==> config.mk <==
export PLATFORM = sky130hd
export DESIGN_NAME = alu
export DESIGN_NICKNAME = d
export VERILOG_FILES = /design/src/rtl/alu_pkg.sv /design/src/rtl/alu_sm_mag_div.sv /design/src/rtl/alu.sv
export SDC_FILE = /design/constraint.sdc
export NUM_CORES = 1
export LEC_CHECK = 0
export BUFFER_PORTS_ARGS = -buffer_cell sky130_fd_sc_hd__buf_2
export CORE_MARGIN = 1.5
export CORE_UTILIZATION = 51
export DETAILED_ROUTE_END_ITERATION = 8
export GPL_TIMING_DRIVEN = 0
export PLACE_DENSITY = 0.84
export REMOVE_ABC_BUFFERS = 1
export SYNTH_ARGS = -nofsm -noshare
export SYNTH_HDL_FRONTEND = slang
export SYNTH_SLANG_ARGS = --single-unit
==> constraint.sdc <==
create_clock -name clk -period 0.8 [get_ports clk]
set_input_delay 0.08 -clock clk [delete_from_list [all_inputs] [get_ports clk]]
set_output_delay 0.08 -clock clk [all_outputs]
set_load 0.05 [all_outputs]
==> src/rtl/alu_pkg.sv <==
// Shared constants for the sign-magnitude ALU: widths, opcodes and a
// normalisation helper that keeps a zero magnitude positive.
package alu_pkg;

  localparam int IN_W  = 3;
  localparam int MAG_W = IN_W - 1;
  localparam int R_W   = 2 * IN_W - 1;
  localparam int RM_W  = R_W - 1;

  localparam logic [1:0] OP_ADD = 2'b00;
  localparam logic [1:0] OP_SUB = 2'b01;
  localparam logic [1:0] OP_MUL = 2'b10;
  localparam logic [1:0] OP_DIV = 2'b11;

  // Pack sign and magnitude, forcing the sign to 0 when the magnitude is 0.
  function automatic logic [R_W-1:0] sm_pack(input logic sign, input logic [RM_W-1:0] mag);
    logic sign_n;
    sign_n = sign & (mag != {RM_W{1'b0}});
    return {sign_n, mag};
  endfunction

endpackage

==> src/rtl/alu_sm_mag_div.sv <==
// Combinational restoring divider on unsigned magnitudes. The quotient is
// forced to zero when the divisor is zero; b_zero_o reports that case.
module sm_mag_div
  import alu_pkg::*;
(
  input  logic [MAG_W-1:0] a_i,
  input  logic [MAG_W-1:0] b_i,
  output logic [MAG_W-1:0] q_o,
  output logic             b_zero_o
);

  logic [MAG_W:0]   rem_s;
  logic [MAG_W+1:0] trial_s;
  logic [MAG_W-1:0] quot_s;

  // Restoring division: shift in one dividend bit per step, subtract if it fits.
  always_comb begin
    rem_s    = {(MAG_W+1){1'b0}};
    trial_s  = {(MAG_W+2){1'b0}};
    quot_s   = {MAG_W{1'b0}};
    b_zero_o = (b_i == {MAG_W{1'b0}});
    for (int i = MAG_W - 1; i >= 0; i--) begin
      rem_s   = {rem_s[MAG_W-1:0], a_i[i]};
      trial_s = {1'b0, rem_s} - {2'b00, b_i};
      if (trial_s[MAG_W+1] == 1'b0) begin
        rem_s     = trial_s[MAG_W:0];
        quot_s[i] = 1'b1;
      end else begin
        quot_s[i] = 1'b0;
      end
    end
    if (b_zero_o) begin
      q_o = {MAG_W{1'b0}};
    end else begin
      q_o = quot_s;
    end
  end

endmodule

==> src/rtl/alu.sv <==
// Registered sign-magnitude ALU: ADD/SUB/MUL/DIV on 3-bit operands with a
// 5-bit sign-magnitude result and sign/zero/divide-by-zero flags, one cycle
// of latency.
module alu
  import alu_pkg::*;
(
  input  logic            clk,
  input  logic            rst_n,
  input  logic [IN_W-1:0] A,
  input  logic [IN_W-1:0] B,
  input  logic [1:0]      S,
  output logic [R_W-1:0]  R,
  output logic            SF,
  output logic            ZF,
  output logic            DZF
);

  logic [MAG_W-1:0] a_mag_s, b_mag_s, q_mag_s;
  logic             a_sgn_s, b_sgn_s, b_eff_sgn_s, b_zero_s;
  logic [RM_W-1:0]  addsub_mag_s, mul_mag_s, res_mag_s;
  logic             addsub_sgn_s, res_sgn_s;

  logic [R_W-1:0]   r_d, r_q;
  logic             sf_d, sf_q, zf_d, zf_q, dzf_d, dzf_q;

  // Magnitude divider shared by the DIV path.
  sm_mag_div u_div (
    .a_i      (a_mag_s),
    .b_i      (b_mag_s),
    .q_o      (q_mag_s),
    .b_zero_o (b_zero_s)
  );

  // Split operands; negative zero loses its sign so it behaves as +0.
  always_comb begin
    a_mag_s     = A[MAG_W-1:0];
    b_mag_s     = B[MAG_W-1:0];
    a_sgn_s     = A[IN_W-1] & (a_mag_s != {MAG_W{1'b0}});
    b_sgn_s     = B[IN_W-1] & (b_mag_s != {MAG_W{1'b0}});
    if (S == OP_SUB) begin
      b_eff_sgn_s = ~b_sgn_s;
    end else begin
      b_eff_sgn_s = b_sgn_s;
    end
  end

  // Signed add of magnitudes: same sign adds, else larger minus smaller.
  always_comb begin
    if (a_sgn_s == b_eff_sgn_s) begin
      addsub_mag_s = {2'b00, a_mag_s} + {2'b00, b_mag_s};
      addsub_sgn_s = a_sgn_s;
    end else if (a_mag_s >= b_mag_s) begin
      addsub_mag_s = {2'b00, a_mag_s} - {2'b00, b_mag_s};
      addsub_sgn_s = a_sgn_s;
    end else begin
      addsub_mag_s = {2'b00, b_mag_s} - {2'b00, a_mag_s};
      addsub_sgn_s = b_eff_sgn_s;
    end
    mul_mag_s = {2'b00, a_mag_s} * {2'b00, b_mag_s};
  end

  // Opcode mux and flag generation feeding the output register.
  always_comb begin
    res_mag_s = {RM_W{1'b0}};
    res_sgn_s = 1'b0;
    dzf_d     = 1'b0;
    case (S)
      OP_ADD, OP_SUB: begin
        res_mag_s = addsub_mag_s;
        res_sgn_s = addsub_sgn_s;
      end
      OP_MUL: begin
        res_mag_s = mul_mag_s;
        res_sgn_s = a_sgn_s ^ b_sgn_s;
      end
      OP_DIV: begin
        res_mag_s = {2'b00, q_mag_s};
        res_sgn_s = a_sgn_s ^ b_sgn_s;
        dzf_d     = b_zero_s;
      end
      default: begin
        res_mag_s = {RM_W{1'b0}};
        res_sgn_s = 1'b0;
        dzf_d     = 1'b0;
      end
    endcase
    r_d  = sm_pack(res_sgn_s, res_mag_s);
    sf_d = r_d[R_W-1];
    zf_d = (r_d[RM_W-1:0] == {RM_W{1'b0}});
  end

  // Single output register stage; asynchronous clear to all zeros.
  always_ff @(posedge clk or negedge rst_n) begin
    if (!rst_n) begin
      r_q   <= {R_W{1'b0}};
      sf_q  <= 1'b0;
      zf_q  <= 1'b0;
      dzf_q <= 1'b0;
    end else begin
      r_q   <= r_d;
      sf_q  <= sf_d;
      zf_q  <= zf_d;
      dzf_q <= dzf_d;
    end
  end

  assign R   = r_q;
  assign SF  = sf_q;
  assign ZF  = zf_q;
  assign DZF = dzf_q;

endmodule

==> results.toml, run 1 <==
[run_status]
status = "complete, but fails checks"
violations = "negative setup slack"

[drt]
drt_wl_total_mm = 2.66
drt_pass1_iterations = 4
antenna_left = 0
avgViaCountPerCell = 6.23
drc_errors = 0
wire_per_inst_um = 20.8
vias = 798
drtIter0Drc = 24

[min_path]
hold_end = "DZF"
holdPathStages = 2
hp-start = "B[1]"
hold_path_class = "input port to flip-flop"

[sta]
rsz0062_at_grt = "yes"
fin_ws_ps = -962
slew_headroom_pct = 67.7
layout_min_cycle_time_ps = 1760
max_freq_mhz = 567
finalSetupViolations = 14
slew_viol_final = 0
worstMarginPinSlew_ps = 481
hold_viol_final = 0
min_period_over_period_pct = 220

[power_and_ir_drop]
vdd_drop_max_mv = 0.648
p_leak_nw = 0.565
p_total_mw = 1.73
p_per_area_nw_per_um2 = 1450

[logic_synthesis]
syn_area_per_cell_um2 = 9.71
synthTopCellsByArea = "dfrtp_1 24%, ha_1 19%, fa_1 8.1%, inv_1 4.1%, o21ai_2 3.6%"
synth_top_area_share_pct = 23.7
syn_inst = 76
synth_top_area_cell = "dfrtp_1"
yosys_warnings = 0
synth.distinct_cells = 26
synth-seq-area-share_pct = 23.7
yosys_register_bits = 7
synth_area_um2 = 738

[clock_tree]
clock-root-buffer = "clkbuf_4"
cts_buffers = 3
cts.sinks = 7
clkSlewWorstSetupHoldPaths_ps = 60
clock_path_buffers = 2
cts_tree = "yes"
cts_max_level = 1

[setup_path]
worstSetupPathType = "input port to flip-flop"
cp.arrival_ps = 1900
crit_fanout = 4
critPathSlowestCell = "ha_1"
critPathBufInv = 3
cp_common_cell = "ha_4"
max_stage_delay_ps = 290
critical_path.top_delay_family = "compound AO/OA/AOI/OAI gates"
cp.depth = 13
endpoint_kind = "flip-flop"
cp.required_ps = 930
cp_cell_sequence = "buf_12, inv_8, ha_4, inv_2, ha_4, nor2_4, a21oi_2, ha_1, a221oi_2, o31ai_2, a31o_2, nor4_4, nor3_2"
cp-start-kind = "input port"

[grt]
antenna_found_initial = 0
grt_max_degree = 13
grt_pass1_vias = 708
grt_pass1_wl_mm = 3.50
overflow = 0
grt.total_usage_pct = 32.8

[die]
row_count = 13
die_x_um = 41.0
initial_core_util_pct = 56.0
ios = 18
core-area_um2 = 1320
die_h_um = 41.0
dieArea_um2 = 1680

[final_layout]
seq_area_um2 = 175
nFillCells = 53
drive_gt1_share_pct = 54.9
area_growth_pct = 61.2
diodes = 0
multi_input_area_um2 = 607
nets = 138

[job]
timing.max_cap.violations = 0

[placement]
place_ws_ps = -1650
port_buffers = 17
place_hpwl_mm = 1.23
gp_congestion = 0.832
[cells in the final DEF, fill, tap and decap left out, types with 3 or more instances in the layout]
cell,n
inv_1,3
a21oi_2,3
ha_1,8
xnor2_1,3
buf_2,5
nand2_1,6
nor2_1,4
ha_4,3
buf_4,17
o21ai_2,3
clkbuf_4,3
buf_6,9
dfrtp_1,7
[how the worst max path moves through the flow]
stage | startpoint | end
3_3_place_gp | A[1] | R[4]
3_5_place_dp | A[1] | R[4]
6_report | A[1] | R[4]
4_1_cts | A[1] | R[4]
2_1_floorplan | A[1] | R[4]
5_1_grt | B[1] | R[4]
[state kept, by name (all words and copies together) (netlist names)]
signal and flops:
R 5, DZF 1, ZF 1
[per-layer routing]
layer	vias to the layer above	global-route usage [%]	part of all wire (%)
met5	-	0	0
met4	0	13.3	3.7
met3	12	3.26	7.0
met2	55	60.5	53
met1	389	37.6	36
li1	342	-	-
[through the flow]
step | hold slack [ps] | instances | cell area [um2] | TNS [ps] | utilization [%]
after floorplan | -216 | 74 | 723 | -4760 | -
after global placement | -90.4 | 106 | 827 | -6900 | 62.8
after detailed placement | -85.8 | 106 | 827 | -7230 | 62.8
after CTS | 54.9 | 123 | 1110 | -4840 | 84.0
after global routing | 62.5 | 128 | 1190 | -5680 | 90.3
final | 72.5 | 128 | 1190 | -5170 | 90.3
[power by group]
part | total (mW) | switching [mW] | internal (mW)
logic | 0.978 | 0.558 | 0.419
registers | 0.425 | 0.0265 | 0.398
clock network | 0.326 | 0.135 | 0.191
[synth_stat cells]
library cell  instances
o21a_1                1
o21ai_2               3
nand3_1               2
buf_4                 2
dfrtp_1               7
a31o_2                2
mux2i_1               2
inv_1                 8
xnor3_1               1
fa_1                  3
ha_1                 11
a22oi_1               1
a21oi_1               5
xnor2_1               3
o31ai_1               1
nand2_1               6
nand3_2               1
nor2b_1               2
o22ai_1               1
a21oi_2               1
nor3_2                1
a21o_1                1
nor2_1                5
nor3_1                3
a221oi_1              2
nor4_4                1
[repair_timing]
action | 4_1_cts | 5_1_grt
hold buffers | 1 | 0
gates resized for setup | 42 | 14
endpoints found under the setup margin | 14 | 14
endpoints found under the hold margin | 7 | 0
buffers inserted | 12 | 5
pin swaps | 10 | 6
[area by class of cell]
cell class,instances,share of cell area (%)
tap,15,1.58
timing repair buffer,35,26.8
multi-input combinational,59,51.0
inverter,8,3.68
clock buffer,4,2.21
sequential,7,14.7
[cells by family (layout without fill, tap and decap cells)]
family,after synthesis,in the layout,synth area share (%)
AO/OA/AOI/OAI,18,18,17.8
XOR/XNOR,4,4,6.61
adder cells (fa/ha/maj),14,14,26.8
buffers and inverters,10,47,6.10
flip-flops,7,7,23.7
multiplexers,2,2,2.71
AND/OR/NAND/NOR,21,21,16.3
(Power assumes the default switching activity.)
==> run 2, diff against run 1 <==
Settings changed: CORE_MARGIN 1.5 to 4.
==> run 2 against run 1 <==
  * The run still ends with negative setup slack left
  * Worst hold slack got worse by 39 ps
  * Sequential power barely moved
  * Wire length fell by 11%
  * Clock power rose by 2%
  * Via count fell by 2.1%
  * Sequential share of layout area barely moved
  * Power fell by 1.2%
  * Utilization fell by 1.3 points
  * Die area rose by 26%
  * Fmax rose by 4.3%
  * Critical path depth did not move
  * Critical endpoint unchanged
==> results.toml, run 2 (synthesized netlist as in run 1, its figures left out) <==
[run_status]
status = "complete, but fails checks"
violations = "negative setup slack"

[clock_tree]
clkSlewWorstSetupHoldPaths_ps = 50
cts_buffers = 3
cts.sinks = 7
clock-root-buffer = "clkbuf_4"
cts_tree = "yes"
clock_path_buffers = 2
cts_max_level = 1

[drt]
drc_errors = 0
wire_per_inst_um = 19.0
drtIter0Drc = 28
drt_pass1_iterations = 5
drt_wl_total_mm = 2.38
vias = 781
antenna_left = 0
avgViaCountPerCell = 6.25

[grt]
grt_pass1_vias = 775
grt.total_usage_pct = 24.3
antenna_found_initial = 0
overflow = 0
grt_max_degree = 13
grt_pass1_wl_mm = 3.53

[sta]
slew_headroom_pct = 73.7
min_period_over_period_pct = 211
slew_viol_final = 0
rsz0062_at_grt = "yes"
fin_ws_ps = -891
hold_viol_final = 0
max_freq_mhz = 592
layout_min_cycle_time_ps = 1690
finalSetupViolations = 14
worstMarginPinSlew_ps = 391

[final_layout]
fin_util_pct = 89.0
diodes = 0
most-common-layout-cells = "13 x buf_4, 10 x buf_6, 7 x dfrtp_1"
drive_gt1_share_pct = 55.5
seq_area_um2 = 175
nFillCells = 57
final_common_cell = "buf_4"
nets = 135
area_growth_pct = 60.8
multi_input_area_um2 = 613
fin_cells = 125
design_area_um2 = 1190
largest_reg_flops = 5

[power_and_ir_drop]
p_total_mw = 1.71
vdd_drop_max_mv = 0.819
p_leak_nw = 0.551
p_per_area_nw_per_um2 = 1440

[placement]
dp.cells = 106
place_ws_ps = -1570
port_buffers = 17
place_area_um2 = 827
place_hpwl_mm = 1.21
gp_congestion = 0.769

[setup_path]
critPathSlowestCell = "a221oi_2"
cp.arrival_ps = 1830
cp_cell_sequence = "buf_12, clkinv_8, ha_4, inv_4, ha_4, nor2_1, a21oi_1, ha_1, a221oi_2, o31ai_2, a31o_2, nor4_4, nor3_2"
cp-start-kind = "input port"
endpoint_kind = "flip-flop"
cp.required_ps = 940
worstSetupPathType = "input port to flip-flop"
max_stage_delay_ps = 270
cp_common_cell = "ha_4"
crit_fanout = 3

[die]
core-area_um2 = 1330
ios = 18
dieArea_um2 = 2120
initial_core_util_pct = 55.3
die_h_um = 46.0
die_x_um = 46.0
row_count = 13

[min_path]
hold_path_class = "input port to flip-flop"

[job]
timing.max_cap.violations = 0
-- run 2: cell type report --
class,instances,area share [%]
multi-input combinational,59,51.6
timing repair buffer,32,25.7
sequential,7,14.8
inverter,8,4.11
clock buffer,4,2.21
tap,15,1.58
-- run 2: timing repair --
action                                  CTS  global route
buffers inserted                          8             6
gates resized for setup                  42            18
pin swaps                                 8             8
gates cloned                              0             0
hold buffers                              1             0
endpoints found under the setup margin   14            14
endpoints found under the hold margin     7             0
-- run 2: worst max-delay path, delay by kind of cell --
kind,cells,cell delay [ps]
fa+ha+maj,3,540
buf+inv,3,190
compound gates,4,740
simple gates,3,280
-- run 2: power by group --
group	internal, mW	switching (mW)
Sequential	0.399	0.0266
Combinational	0.412	0.538
Clock	0.191	0.142
-- run 2: final timing paths --
kind                       start   end  slack [ps]  depth (start not counted)
setup / recovery            A[1]  R[4]        -890                         13
hold / removal              B[0]   DZF          30                          2
max in group asynchronous  rst_n  R[0]         440                          2
min in group asynchronous  rst_n  R[3]         210                          2
-- run 2: routing by layer --
metal	routed length, um	up-vias	track usage [%]
met3	201	19	4.74
met2	1190	55	43.1
met4	172	0	18.2
li1	-	333	-
met5	0	-	0
met1	814	374	24.3
-- run 2: through the flow --
step / hold WS [ps] / TNS, ps
finish: 33.6 / -4640
CTS: 19.1 / -4730
global route: 30.6 / -5130
global placement: -89.0 / -6860
detailed placement: -87.1 / -7010
floorplan: -216 / -4760
